--- src/rtl/arb_pkg.sv ---
// Shared definitions for the shared-bus arbitration slice: client count,
// bus width defaults, requester state encoding and the command record.
package arb_pkg;

  localparam int NUM_CLIENTS    = 8;
  localparam int BIT_CLIENTS    = $clog2(NUM_CLIENTS);
  localparam int BUS_ADDR_WIDTH = 32;
  localparam int BUS_DATA_WIDTH = 64;
  localparam int BUS_MAX_BURST  = 16;
  localparam int BUS_LEN_W      = $clog2(BUS_MAX_BURST);

  typedef enum logic [1:0] {
    IDLE = 2'd0,
    BUSY = 2'd1,
    COOL = 2'd2
  } state_e;

  typedef struct packed {
    logic                      we;
    logic [BUS_ADDR_WIDTH-1:0] addr;
    logic [BUS_LEN_W-1:0]      len;
  } cmd_t;

endpackage

--- src/rtl/arbitration_requester.sv ---
// One requester port of the round-robin shared bus. Latches a burst command,
// requests the bus, moves beats only while granted, then drops the request
// for one cycle so the arbiter rotates. Tracks starvation with a sticky flag.
module arbitration_requester
  import arb_pkg::*;
#(
  parameter int ADDR_WIDTH = BUS_ADDR_WIDTH,
  parameter int DATA_WIDTH = BUS_DATA_WIDTH,
  parameter int MAX_BURST  = BUS_MAX_BURST,
  parameter int TIMEOUT    = 1024,
  localparam int LEN_W     = $clog2(MAX_BURST)
) (
  input  logic                  clk,
  input  logic                  rst,
  input  logic                  cmd_valid,
  output logic                  cmd_ready,
  input  logic                  cmd_we,
  input  logic [ADDR_WIDTH-1:0] cmd_addr,
  input  logic [LEN_W-1:0]      cmd_len,
  input  logic [DATA_WIDTH-1:0] wr_data,
  input  logic                  wr_valid,
  output logic                  wr_ready,
  output logic [DATA_WIDTH-1:0] rd_data,
  output logic                  rd_valid,
  output logic                  request,
  input  logic                  grant,
  output logic                  bus_valid,
  output logic                  bus_we,
  output logic [ADDR_WIDTH-1:0] bus_addr,
  output logic [DATA_WIDTH-1:0] bus_wdata,
  input  logic                  bus_ready,
  input  logic [DATA_WIDTH-1:0] bus_rdata,
  output logic                  busy,
  output logic                  timeout
);

  localparam int CNT_W = LEN_W + 1;
  localparam int TO_W  = $clog2(TIMEOUT + 1);

  state_e                state_q, state_d;
  logic                  we_q, we_d;
  logic [ADDR_WIDTH-1:0] addr_q, addr_d;
  logic [LEN_W-1:0]      len_q, len_d;
  logic [CNT_W-1:0]      beat_q, beat_d;
  logic [TO_W-1:0]       to_cnt_q, to_cnt_d;
  logic                  timeout_q, timeout_d;
  logic [DATA_WIDTH-1:0] rd_data_q, rd_data_d;
  logic                  rd_valid_q, rd_valid_d;
  logic                  fire_s;
  logic                  last_s;

  // A beat is offered only while granted in BUSY; writes also need data.
  assign bus_valid = (state_q == BUSY) & grant & (~we_q | wr_valid);
  assign fire_s    = bus_valid & bus_ready;
  assign last_s    = (beat_q == {1'b0, len_q});

  assign bus_addr  = addr_q + ADDR_WIDTH'(beat_q);
  assign bus_we    = we_q;
  assign bus_wdata = wr_data;
  assign wr_ready  = fire_s & we_q;
  assign cmd_ready = (state_q == IDLE);
  assign request   = (state_q == BUSY);
  assign busy      = (state_q != IDLE);
  assign rd_data   = rd_data_q;
  assign rd_valid  = rd_valid_q;
  assign timeout   = timeout_q;

  // Next-state logic: command latch, beat stepping, starvation counting.
  always_comb begin
    state_d    = state_q;
    we_d       = we_q;
    addr_d     = addr_q;
    len_d      = len_q;
    beat_d     = beat_q;
    to_cnt_d   = to_cnt_q;
    timeout_d  = timeout_q;
    rd_data_d  = rd_data_q;
    rd_valid_d = 1'b0;
    case (state_q)
      IDLE: begin
        if (cmd_valid) begin
          we_d      = cmd_we;
          addr_d    = cmd_addr;
          len_d     = cmd_len;
          beat_d    = '0;
          to_cnt_d  = '0;
          timeout_d = 1'b0;
          state_d   = BUSY;
        end else begin
          state_d = IDLE;
        end
      end
      BUSY: begin
        if (fire_s) begin
          to_cnt_d = '0;
          if (!we_q) begin
            rd_data_d  = bus_rdata;
            rd_valid_d = 1'b1;
          end else begin
            rd_valid_d = 1'b0;
          end
          if (last_s) begin
            state_d = COOL;
          end else begin
            beat_d = beat_q + CNT_W'(1);
          end
        end else begin
          // Saturate so the sticky flag cannot be lost to wrap-around.
          if (to_cnt_q != TO_W'(TIMEOUT)) begin
            to_cnt_d = to_cnt_q + TO_W'(1);
          end else begin
            to_cnt_d = to_cnt_q;
          end
          if (to_cnt_d == TO_W'(TIMEOUT)) begin
            timeout_d = 1'b1;
          end else begin
            timeout_d = timeout_q;
          end
        end
      end
      COOL: begin
        state_d = IDLE;
      end
      default: begin
        state_d = IDLE;
      end
    endcase
  end

  // State and datapath registers with synchronous reset; a burst in flight
  // is simply abandoned on reset.
  always_ff @(posedge clk) begin
    if (rst) begin
      state_q    <= IDLE;
      we_q       <= 1'b0;
      addr_q     <= '0;
      len_q      <= '0;
      beat_q     <= '0;
      to_cnt_q   <= '0;
      timeout_q  <= 1'b0;
      rd_data_q  <= '0;
      rd_valid_q <= 1'b0;
    end else begin
      state_q    <= state_d;
      we_q       <= we_d;
      addr_q     <= addr_d;
      len_q      <= len_d;
      beat_q     <= beat_d;
      to_cnt_q   <= to_cnt_d;
      timeout_q  <= timeout_d;
      rd_data_q  <= rd_data_d;
      rd_valid_q <= rd_valid_d;
    end
  end

endmodule

--- config.mk ---
export PLATFORM = sky130hd
export DESIGN_NAME = arbitration_requester
export DESIGN_NICKNAME = d
export VERILOG_FILES = /design/src/rtl/arb_pkg.sv /design/src/rtl/arbitration_requester.sv
export SDC_FILE = /design/constraint.sdc
export NUM_CORES = 1
export LEC_CHECK = 0
export ABC_CLOCK_PERIOD_IN_PS = 6200
export CAP_MARGIN = 20
export CORE_AREA = 2 2 133 135
export CTS_BUF_LIST = sky130_fd_sc_hd__clkbuf_16
export DETAILED_ROUTE_END_ITERATION = 10
export DIE_AREA = 0 0 135 137
export GPL_TIMING_DRIVEN = 0
export PLACE_DENSITY = 0.73
export SLEW_MARGIN = 20
export SYNTH_ARGS = -nofsm -noshare
export SYNTH_HDL_FRONTEND = slang
export SYNTH_SLANG_ARGS = --single-unit
--- constraint.sdc ---
create_clock -name clk -period 6.2 [get_ports clk]
set_clock_uncertainty 0.05 [all_clocks]
set_input_delay 0.62 -clock clk [delete_from_list [all_inputs] [get_ports clk]]
set_output_delay 0.62 -clock clk [all_outputs]
set_load 0.01 [all_outputs]
==> run summary, run 1 <==
Slowest cell on crit path: clkdlybuf4s50_1
Mapped cell area: 5790 um2
Num CTS Buffers: 17
Die Span X: 135 um
F_max: 234 MHz
Die Y: 137 um
Initial Util: 33.9%
First drt pass iteration count: 4
Status: finished, final reports clean
Final worst path period share: 69.0%
Post-CTS Hold Fix Bufs: 0
Post_cts resized: 0
Antenna diodes: 0
Worst-Skew Late Latency: 410 ps
Worst EP arrival: 3610 ps
WP data required: 5530 ps
DRT iter0 DRCs: 227
Worst Max-Slew Pin Slew: 915 ps
RSZ-0062 raised after global routing: no
Worst hold path cell count: 2
Row cnt: 48
Pin count of the biggest net entering global routing: 17
Worst setup path category: flip-flop to output pin
Share of layout cells above drive strength 1: 10.1%
Register area: 2420 um2
Slew headroom: 38.8%
Worst path max stage delay: 580 ps
Top FF cell, synth: dfxtp_1
Register area share after synthesis: 41.9%
WL final: 18500 um
Syn Area/Cell: 7.70 um2
Critical path capture point type: output pin
I/O pin count: 339
Hold Crit Start: rd_data[22]$_SDFFE_PP0P_
Final setup viols: 0
Area of the core: 17100 um2
Min-Delay Endpoint: rd_data[22]$_SDFFE_PP0P_
Port bufs: 273
Post CTS Setup Buffer Count: 0
Syn_nets: 931
Remaining antenna violation count: 0
CP startpoint kind: flip-flop
DR WL/cell: 14.5 um
Via count: 6018
Final core area utilization: 54.9%
Fin. Hold Viols: 0
Worst hold slack: 402 ps
Routed vias/inst: 4.71
# nets final: 1223
TritonCTS Sinks: 121
Leak: 0.00361 uW
Yosys cell types: 47
Layout area overhead: 61.8%
Worst setup startpoint: beat_q[0]$_SDFFE_PP0P_
Initial antenna violation count: 0
Crit-path max FO: 10
R2R Setup Slk: 3720 ps
FILL cells: 1647
Hold WC Path Type: flip-flop to flip-flop
Commonest non-fill, non-tap cell in the layout: clkdlybuf4s50_1
Max IR drop VDD: 0.000168 V
Tot Pwr: 2150 uW
Most common cell on crit path: a21o_1
Global Route Usage Sum: 19.4%
Clock-pin slew on the worst setup and hold paths: 50 ps
Global-route wire length before repair: 28100 um
FF-to-FF path depth: 7
R2r endpoint: rd_data[62]$_SDFFE_PP0P_
Power Density: 230 nW/um2
#FFs+latches synth: 121
Number of synthesized flops with an enable pin: 0
Setup TNS: 0 ps
Root Buffer: clkbuf_16
Die area: 18500 um2
Commonest non-fill, non-tap cells in the layout: clkdlybuf4s50_1 (273), nand2_1 (224), dfxtp_1 (121)
GR Overflow Total: 0
H-Tree Level Count: 4
CTS tree: yes
Asr flop ratio synth: 0%
GP Congestion: 0.888
Syn. warnings: 0
HPWL after detailed placement: 14400 um
Vias in the first global route: 5706
Final Slew Violations: 0
R2r startpoint: state_q[0]$_SDFFE_PP0P_
# DRC: 0
Period minus WS final: 4280 ps
Multi-input gate area: 2700 um2
Number of max-cap violations: 0
Gate Count Post-Synth: 751
Max Root-Sink Buffers: 2
Crit-path cells: ha_1, fa_1, a21o_1, a21o_1, a21oi_1, clkbuf_1, nor3b_1, xor2_1, clkdlybuf4s50_1
[power breakdown]
part | total, uW | internal [uW] | switching (uW)
clock | 958 | 617 | 342
combinational | 357 | 207 | 150
sequential | 834 | 808 | 26.0
total | 2150 | 1630 | 518
[sequential cells by signal, summed over array words and instances, names as in the netlist]
name / flops
rd_data: 64
addr_q: 32
to_cnt_q: 11
beat_q: 5
len_q: 4
state_q: 2
bus_we: 1
rd_valid: 1
timeout: 1
[worst max-delay path: cells and delay by family, from the launching register on]
kind / cells / cell delay [ps]
xor gates and xnor gates: 1 / 210
adders and majority gates: 2 / 660
buffers and inverters: 2 / 1010
AOI/OAI and AO/OA: 3 / 820
and+or+nand+nor: 1 / 120
DFF: 1 / 360
[Yosys cell counts (2+ instances only)]
master / count / share of area [%]
inv_1: 5 / 0.32
xnor2_1: 9 / 1.4
o21ai_0: 12 / 1.0
nor3b_1: 5 / 0.65
nor4_1: 6 / 0.65
nand4b_1: 2 / 0.30
nor2_1: 27 / 1.8
nand4_1: 8 / 0.87
buf_2: 6 / 0.52
nor4b_1: 4 / 0.61
or2_2: 2 / 0.22
nand2_1: 224 / 15
o21a_1: 3 / 0.39
buf_4: 64 / 8.3
dfxtp_1: 121 / 42
nand3b_1: 4 / 0.52
nand3_1: 7 / 0.61
a22oi_1: 3 / 0.39
a31oi_1: 3 / 0.32
a31o_2: 3 / 0.45
and3_1: 7 / 0.76
a21oi_1: 113 / 9.8
or4_4: 2 / 0.39
clkbuf_1: 31 / 2.0
xor2_1: 30 / 4.5
a21o_1: 4 / 0.52
or3_1: 2 / 0.22
ha_1: 8 / 1.7
nand2b_1: 5 / 0.54
nor3_1: 14 / 1.2
[metal layers]
| layer | vias up | GRT usage [%] | part of all wire (%) |
|---|---|---|---|
| li1 | 3021 | - | - |
| met1 | 2714 | 21.7 | 40 |
| met2 | 250 | 33.1 | 49 |
| met3 | 33 | 7.15 | 9.2 |
| met4 | 0 | 8.74 | 2.7 |
| met5 | - | 0 | 0 |
[through the flow]
stage / area [um2] / std cells / setup WS [ps]
6_report: 9360 / 1277 / 1920
5_1_grt: 9360 / 1277 / 1810
4_1_cts: 9360 / 1277 / 1970
3_5_place_dp: 8800 / 1249 / 2410
3_3_place_gp: 8800 / 1249 / 2420
2_1_floorplan: 5790 / 751 / 3380
[worst max path at each step]
stage                     cells after the start  slack, ps      endpoint
after floorplan                               8       3380  bus_addr[18]
after global placement                        9       2420  bus_addr[18]
after global routing                          9       1810  bus_addr[18]
after detailed placement                      9       2410  bus_addr[18]
final                                         9       1920  bus_addr[18]
after CTS                                     9       1970  bus_addr[18]
[final cells by class]
class	instances	share of cell area [%]
inverter	5	0.201
clock buffer	17	4.54
clock inverter	11	1.44
timing repair buffer	273	29.2
tap	225	3.01
buffer	103	6.86
sequential	121	25.9
multi-input combinational	522	28.9
[kinds of logic after synthesis]
logic type               Yosys count  synth area share (%)
AO/OA/AOI/OAI                    149                  14.0
XOR/XNOR                          39                  5.90
adder cells (fa/ha/maj)            9                  2.08
buffers and inverters            108                  11.4
flip-flops                       121                  41.9
multiplexers                       1                 0.173
AND/OR/NAND/NOR                  324                  24.5
Power figures use the tool's default switching activity.
==> inputs of run 2 (changes only) <==
- ABC_CLOCK_PERIOD_IN_PS: 6200 -> 4000
- CORE_AREA: 2 2 133 135 -> 2 2 131 133
- DIE_AREA: 0 0 135 137 -> 0 0 133 135
- PLACE_DENSITY: 0.73 -> 0.75
- clock period: 6.2 -> 4 ns (I/O delays scaled with it)
==> run summary, run 2 (synthesis gave the netlist of run 1 again) <==
Share of layout cells above drive strength 1: 10.5% (+0.44 points)
Initial antenna violation count: 0 (unchanged)
GR Overflow Total: 0 (unchanged)
TritonCTS Sinks: 121 (unchanged)
Final Slew Violations: 0 (unchanged)
Root Buffer: clkbuf_16
Worst Max-Slew Pin Slew: 951 ps (+35.9 ps)
Antenna diodes: 0 (unchanged)
Max IR drop VDD: 0.000279 V (+66%)
WL final: 18300 um (-1.2%)
Max FFs per register: 64 (unchanged)
Crit-path cells: ha_1, fa_1, a21o_1, a21o_1, a21oi_2, clkbuf_2, nor3_1, xor2_1, clkdlybuf4s50_1
HPWL after detailed placement: 14200 um (-1.5%)
Buf/Inv on CP: 2 (unchanged)
First drt pass iteration count: 5 (+1)
Slowest cell on crit path: clkdlybuf4s50_1
CTS tree: yes
Leak: 0.00361 uW (about the same)
DR WL/cell: 14.4 um (-1.2%)
Worst-Skew Late Latency: 410 ps (about the same)
Commonest non-fill, non-tap cell in the layout: clkdlybuf4s50_1
R2R Setup Slk: 1550 ps (-2170 ps)
Via count: 6042 (+0.40%)
Setup TNS: 0 ps (unchanged)
Final Worst Setup Slack: 299 ps (-1630 ps)
Row cnt: 47 (-2.1%)
Most common cell on crit path: a21o_1
Fin. Hold Viols: 0 (unchanged)
WP data required: 3550 ps (-1980 ps)
RSZ-0062 raised after global routing: no
Hold WC Path Type: flip-flop to flip-flop
Fin cells: 1276 (-0.078%)
H-Tree Level Count: 4 (unchanged)
# DRC: 0 (unchanged)
DRT iter0 DRCs: 302 (+33%)
Global-route wire length before repair: 28600 um (+1.9%)
Pre-CTS WS: 428 ps (-1980 ps)
Number of max-cap violations: 0 (unchanged)
Area of the core: 16400 um2 (-3.8%)
Final worst path period share: 92.5%
CP startpoint kind: flip-flop
Power Density: 358 nW/um2 (+56%)
F_max: 270 MHz
I/O pin count: 339 (unchanged)
Worst EP arrival: 3250 ps (-360 ps)
Global Route Usage Sum: 20.1% (+0.67 points)
Largest delay contributor family on the critical path: buffers and inverters
Post-CTS Hold Fix Bufs: 0 (unchanged)
Routed vias/inst: 4.74 (+0.48%)
Period minus WS final: 3700 ps
Crit-path max FO: 10 (unchanged)
Commonest non-fill, non-tap cells in the layout: clkdlybuf4s50_1 (273), nand2_1 (224), dfxtp_1 (121)
Die Span X: 133 um (-1.5%)
Inst Count DP: 1244 (-0.40%)
Max Root-Sink Buffers: 2 (unchanged)
Worst path max stage delay: 580 ps (about the same)
Placed cell areas: 8790 um2 (about the same)
Final setup viols: 0 (unchanged)
# nets final: 1223 (unchanged)
Status: finished, final reports clean
Pin count of the biggest net entering global routing: 17 (unchanged)
Die area: 18000 um2 (-2.9%)
Critical path capture point type: output pin
Final instance area: 9380 um2 (+0.25%)
FILL cells: 1506 (-8.6%)
Layout area overhead: 62.2%
Port bufs: 273 (unchanged)
GP Congestion: 0.881 (-0.70%)
Slew headroom: 36.4% (-2.4 points)
Vias in the first global route: 5677 (-0.51%)
Num CTS Buffers: 17 (unchanged)
Die Y: 135 um (-1.5%)
Initial Util: 35.3% (+1.3 points)
Worst setup path category: flip-flop to output pin
Remaining antenna violation count: 0 (unchanged)
Clock-pin slew on the worst setup and hold paths: 60 ps (about the same)
[run 2: changes by cell type in the layout (fill, tap and decap cells not counted)]
cell / before / now
clkinvlp_4: 0 / 4
clkinv_1: 1 / 4
clkbuf_1: 31 / 29
clkbuf_2: 0 / 2
a21oi_1: 113 / 112
a21oi_2: 1 / 2
clkinv_2: 4 / 3
clkinv_4: 2 / 1
inv_1: 6 / 5
[run 2: cell type report]
| cell class | instances | area, um2 | share of cell area, % |
|---|---|---|---|
| inverters | 5 | 18.8 | 0.200 |
| well taps | 220 | 275 | 2.93 |
| clock buffers | 17 | 425 | 4.53 |
| repair buffers | 273 | 2730 | 29.1 |
| plain buffers | 103 | 644 | 6.87 |
| clock inverters | 15 | 159 | 1.69 |
| flip-flops and latches | 121 | 2420 | 25.8 |
| multi-input cells | 522 | 2710 | 28.8 |
[run 2: timing repair]
item | in CTS | in global routing
buffers inserted | 0 | 0
endpoints found under the setup margin | 5 | 6
hold endpoints to repair | 0 | 0
resized for setup | 1 | 3
[run 2: worst paths after layout]
| check | start | endpoint | cells past startpoint |
|---|---|---|---|
| setup / recovery | beat_q[0]$_SDFFE_PP0P_ | bus_addr[24] | 9 |
| hold / removal | rd_data[25]$_SDFFE_PP0P_ | rd_data[25]$_SDFFE_PP0P_ | 2 |
| setup reg to reg | state_q[0]$_SDFFE_PP0P_ | rd_data[4]$_SDFFE_PP0P_ | 7 |
| hold reg to reg | rd_data[25]$_SDFFE_PP0P_ | rd_data[25]$_SDFFE_PP0P_ | 2 |
[run 2: where the power goes]
part           total, uW  internal [uW]  switching [uW]
Combinational        553            322             231
Clock               1520            966             554
Sequential          1290           1250            39.6
[run 2: worst min-delay path, delay by kind of cell (launching register included)]
kind / cells / cell delay [ps]
flip-flops: 1 / 300
AO/OA/AOI/OAI: 1 / 50
AND/OR/NAND/NOR: 1 / 50
[run 2: metal layers]
layer,GRT usage [%],vias up,wire [um],part of all wire (%)
met5,0,-,0,0
met3,8.56,16,1780,9.7
met2,34.4,242,9080,50
met1,23.0,2755,7240,40
met4,5.38,0,211,1.2
li1,-,3029,-,-
[run 2: metrics by stage]
step           hold slack [ps]  util, %  power [uW]
2_1_floorplan              391        -        1550
5_1_grt                    417     57.2        3500
3_5_place_dp               396     53.6        1870
6_report                   401     57.2        3360
4_1_cts                    403     57.2        3400
3_3_place_gp               390     53.6        1870
==> inputs of run 3 (changes only) <==
- GPL_TIMING_DRIVEN: 0 -> default
- SLEW_MARGIN: 20 -> 15
==> run summary, run 3 (synthesis gave the netlist of run 1 again) <==
Status: finished, final reports clean
WL final: 15800 um (-14%)
F_max: 282 MHz (+4.5%)
Initial Util: 35.3% (unchanged)
Leak: 0.00302 uW (-16%)
First drt pass iteration count: 4 (-1)
Worst hold path cell count: 2 (unchanged)
R2R Setup Slk: 1690 ps (+140 ps)
FF-to-FF path depth: 7 (unchanged)
Clock-pin slew on the worst setup and hold paths: 60 ps (about the same)
R2r endpoint: rd_data[27]$_SDFFE_PP0P_
Post-CTS Hold Fix Bufs: 0 (unchanged)
FILL cells: 1568 (+4.1%)
Number of max-cap violations: 0 (unchanged)
Critical path capture point type: output pin
TritonCTS Sinks: 121 (unchanged)
Inst Count DP: 1085 (-13%)
Root Buffer: clkbuf_16
I/O pin count: 339 (unchanged)
R2r startpoint: state_q[0]$_SDFFE_PP0P_
Row cnt: 47 (unchanged)
H-Tree Level Count: 4 (unchanged)
Max FFs per register: 64 (unchanged)
Global-route wire length before repair: 24800 um (-14%)
Crit-path cells: ha_1, fa_1, a21o_1, a21o_1, a21oi_1, buf_4, and4b_1, xor2_1, clkdlybuf4s50_1
Via count: 5410 (-10%)
Routed vias/inst: 4.84 (+2.3%)
DRT iter0 DRCs: 203 (-33%)
# DRC: 0 (unchanged)
Hold Crit Start: rd_data[45]$_SDFFE_PP0P_
Min-Delay Endpoint: rd_data[45]$_SDFFE_PP0P_
Layout area overhead: 41.2%
Worst path max stage delay: 550 ps (-30 ps)
Crit-path max FO: 13 (+3)
Antenna diodes: 0 (unchanged)
Setup TNS: 0 ps (unchanged)
Worst-Skew Late Latency: 410 ps (about the same)
Post_cts resized: 0 (-1)
Max IR drop VDD: 0.000277 V (-0.72%)
RSZ-0062 raised after global routing: no
Max Root-Sink Buffers: 2 (unchanged)
Final Slew Violations: 0 (unchanged)
WP data required: 3550 ps (about the same)
Fin. Hold Viols: 0 (unchanged)
Hold WC Path Type: flip-flop to flip-flop
Die area: 18000 um2 (unchanged)
Final worst path period share: 88.6% (-4.0 points)
Worst EP arrival: 3090 ps (-160 ps)
Port bufs: 210 (-23%)
Pin count of the biggest net entering global routing: 81 (+64)
# nets final: 1064 (-13%)
Global Route Usage Sum: 17.0% (-3.1 points)
Period minus WS final: 3540 ps (-159 ps)
Slowest cell on crit path: clkdlybuf4s50_1
Commonest non-fill, non-tap cells in the layout: nand2_1 (224), clkdlybuf4s50_1 (209), dfxtp_1 (121)
Power Density: 391 nW/um2 (+9.0%)
Area of the core: 16400 um2 (unchanged)
Worst setup path category: flip-flop to output pin
Share of layout cells above drive strength 1: 5.46% (-5.0 points)
CP startpoint kind: flip-flop
CTS tree: yes
Die Y: 135 um (unchanged)
GR Overflow Total: 0 (unchanged)
Die Span X: 133 um (unchanged)
Fin cells: 1117 (-12%)
HPWL after detailed placement: 11100 um (-21%)
Worst Max-Slew Pin Slew: 848 ps (-103 ps)
Commonest non-fill, non-tap cell in the layout: nand2_1
Vias in the first global route: 5191 (-8.6%)
Post CTS Setup Buffer Count: 0 (unchanged)
Slew headroom: 43.5% (+7.1 points)
DR WL/cell: 14.1 um (-1.5%)
GP Congestion: 0.906 (+2.8%)
Most common cell on crit path: a21o_1
Num CTS Buffers: 17 (unchanged)
Final setup viols: 0 (unchanged)
Remaining antenna violation count: 0 (unchanged)
Initial antenna violation count: 0 (unchanged)
==> run 3: area by class of cell <==
cell class                      instances  area, um2  share of cell area [%]
Inverter                                5       18.8                   0.230
Tap cell                              220        275                    3.37
Timing Repair Buffer                  217       2160                    26.5
Clock buffer                           17        425                    5.21
Clock inverter                         15        149                    1.82
Multi-Input combinational cell        522       2720                    33.2
Sequential cell                       121       2420                    29.6
==> run 3: power by group <==
part           total, uW  internal (uW)  switching [uW]  leakage (uW)
Combinational        410            225             185       0.00176
Clock               1490            917             573      0.000275
Sequential          1290           1250            41.9      0.000983
Total               3190           2390             799       0.00302
==> run 3: worst max-delay path by stage <==
stage	start	end	slack (ps)	cells after the start
finish	beat_q[0]$_SDFFE_PP0P_	bus_addr[14]	460	9
global route	addr_q[5]$_SDFFE_PP0P_	bus_addr[29]	230	6
CTS	beat_q[0]$_SDFFE_PP0P_	bus_addr[14]	440	9
detailed placement	addr_q[5]$_SDFFE_PP0P_	bus_addr[29]	890	6
global placement	beat_q[0]$_SDFFE_PP0P_	bus_addr[14]	920	9
floorplan	beat_q[0]$_SDFFE_PP0P_	bus_addr[18]	1400	8
==> run 3: per-stage QoR <==
step           hold WS (ps)  utilization (%)  cell area, um2  power, uW  setup WS [ps]
2_1_floorplan           391                -            5790       1550           1400
3_3_place_gp            391             46.3            7600       1730            920
3_5_place_dp            395             46.3            7600       1730            885
4_1_cts                 404             49.8            8170       3230            436
5_1_grt                 415             49.8            8170       3330            230
6_report                401             49.8            8170       3190            457
==> run 3: worst max-delay path: cells and delay by family (launching register included) <==
| kind | cells | cell delay (ps) |
|---|---|---|
| buffers and inverters | 2 | 760 |
| adder cells (fa/ha/maj) | 2 | 650 |
| AO/OA/AOI/OAI | 3 | 540 |
| XOR/XNOR | 1 | 140 |
| AND/OR/NAND/NOR | 1 | 220 |
| flip-flops | 1 | 360 |
==> run 3: metal layers <==
| metal | share of wire, % | global-route usage, % |
|---|---|---|
| met5 | 0 | 0 |
| met4 | 2.7 | 7.77 |
| met3 | 8.2 | 6.38 |
| met2 | 46 | 27.4 |
| met1 | 43 | 20.2 |
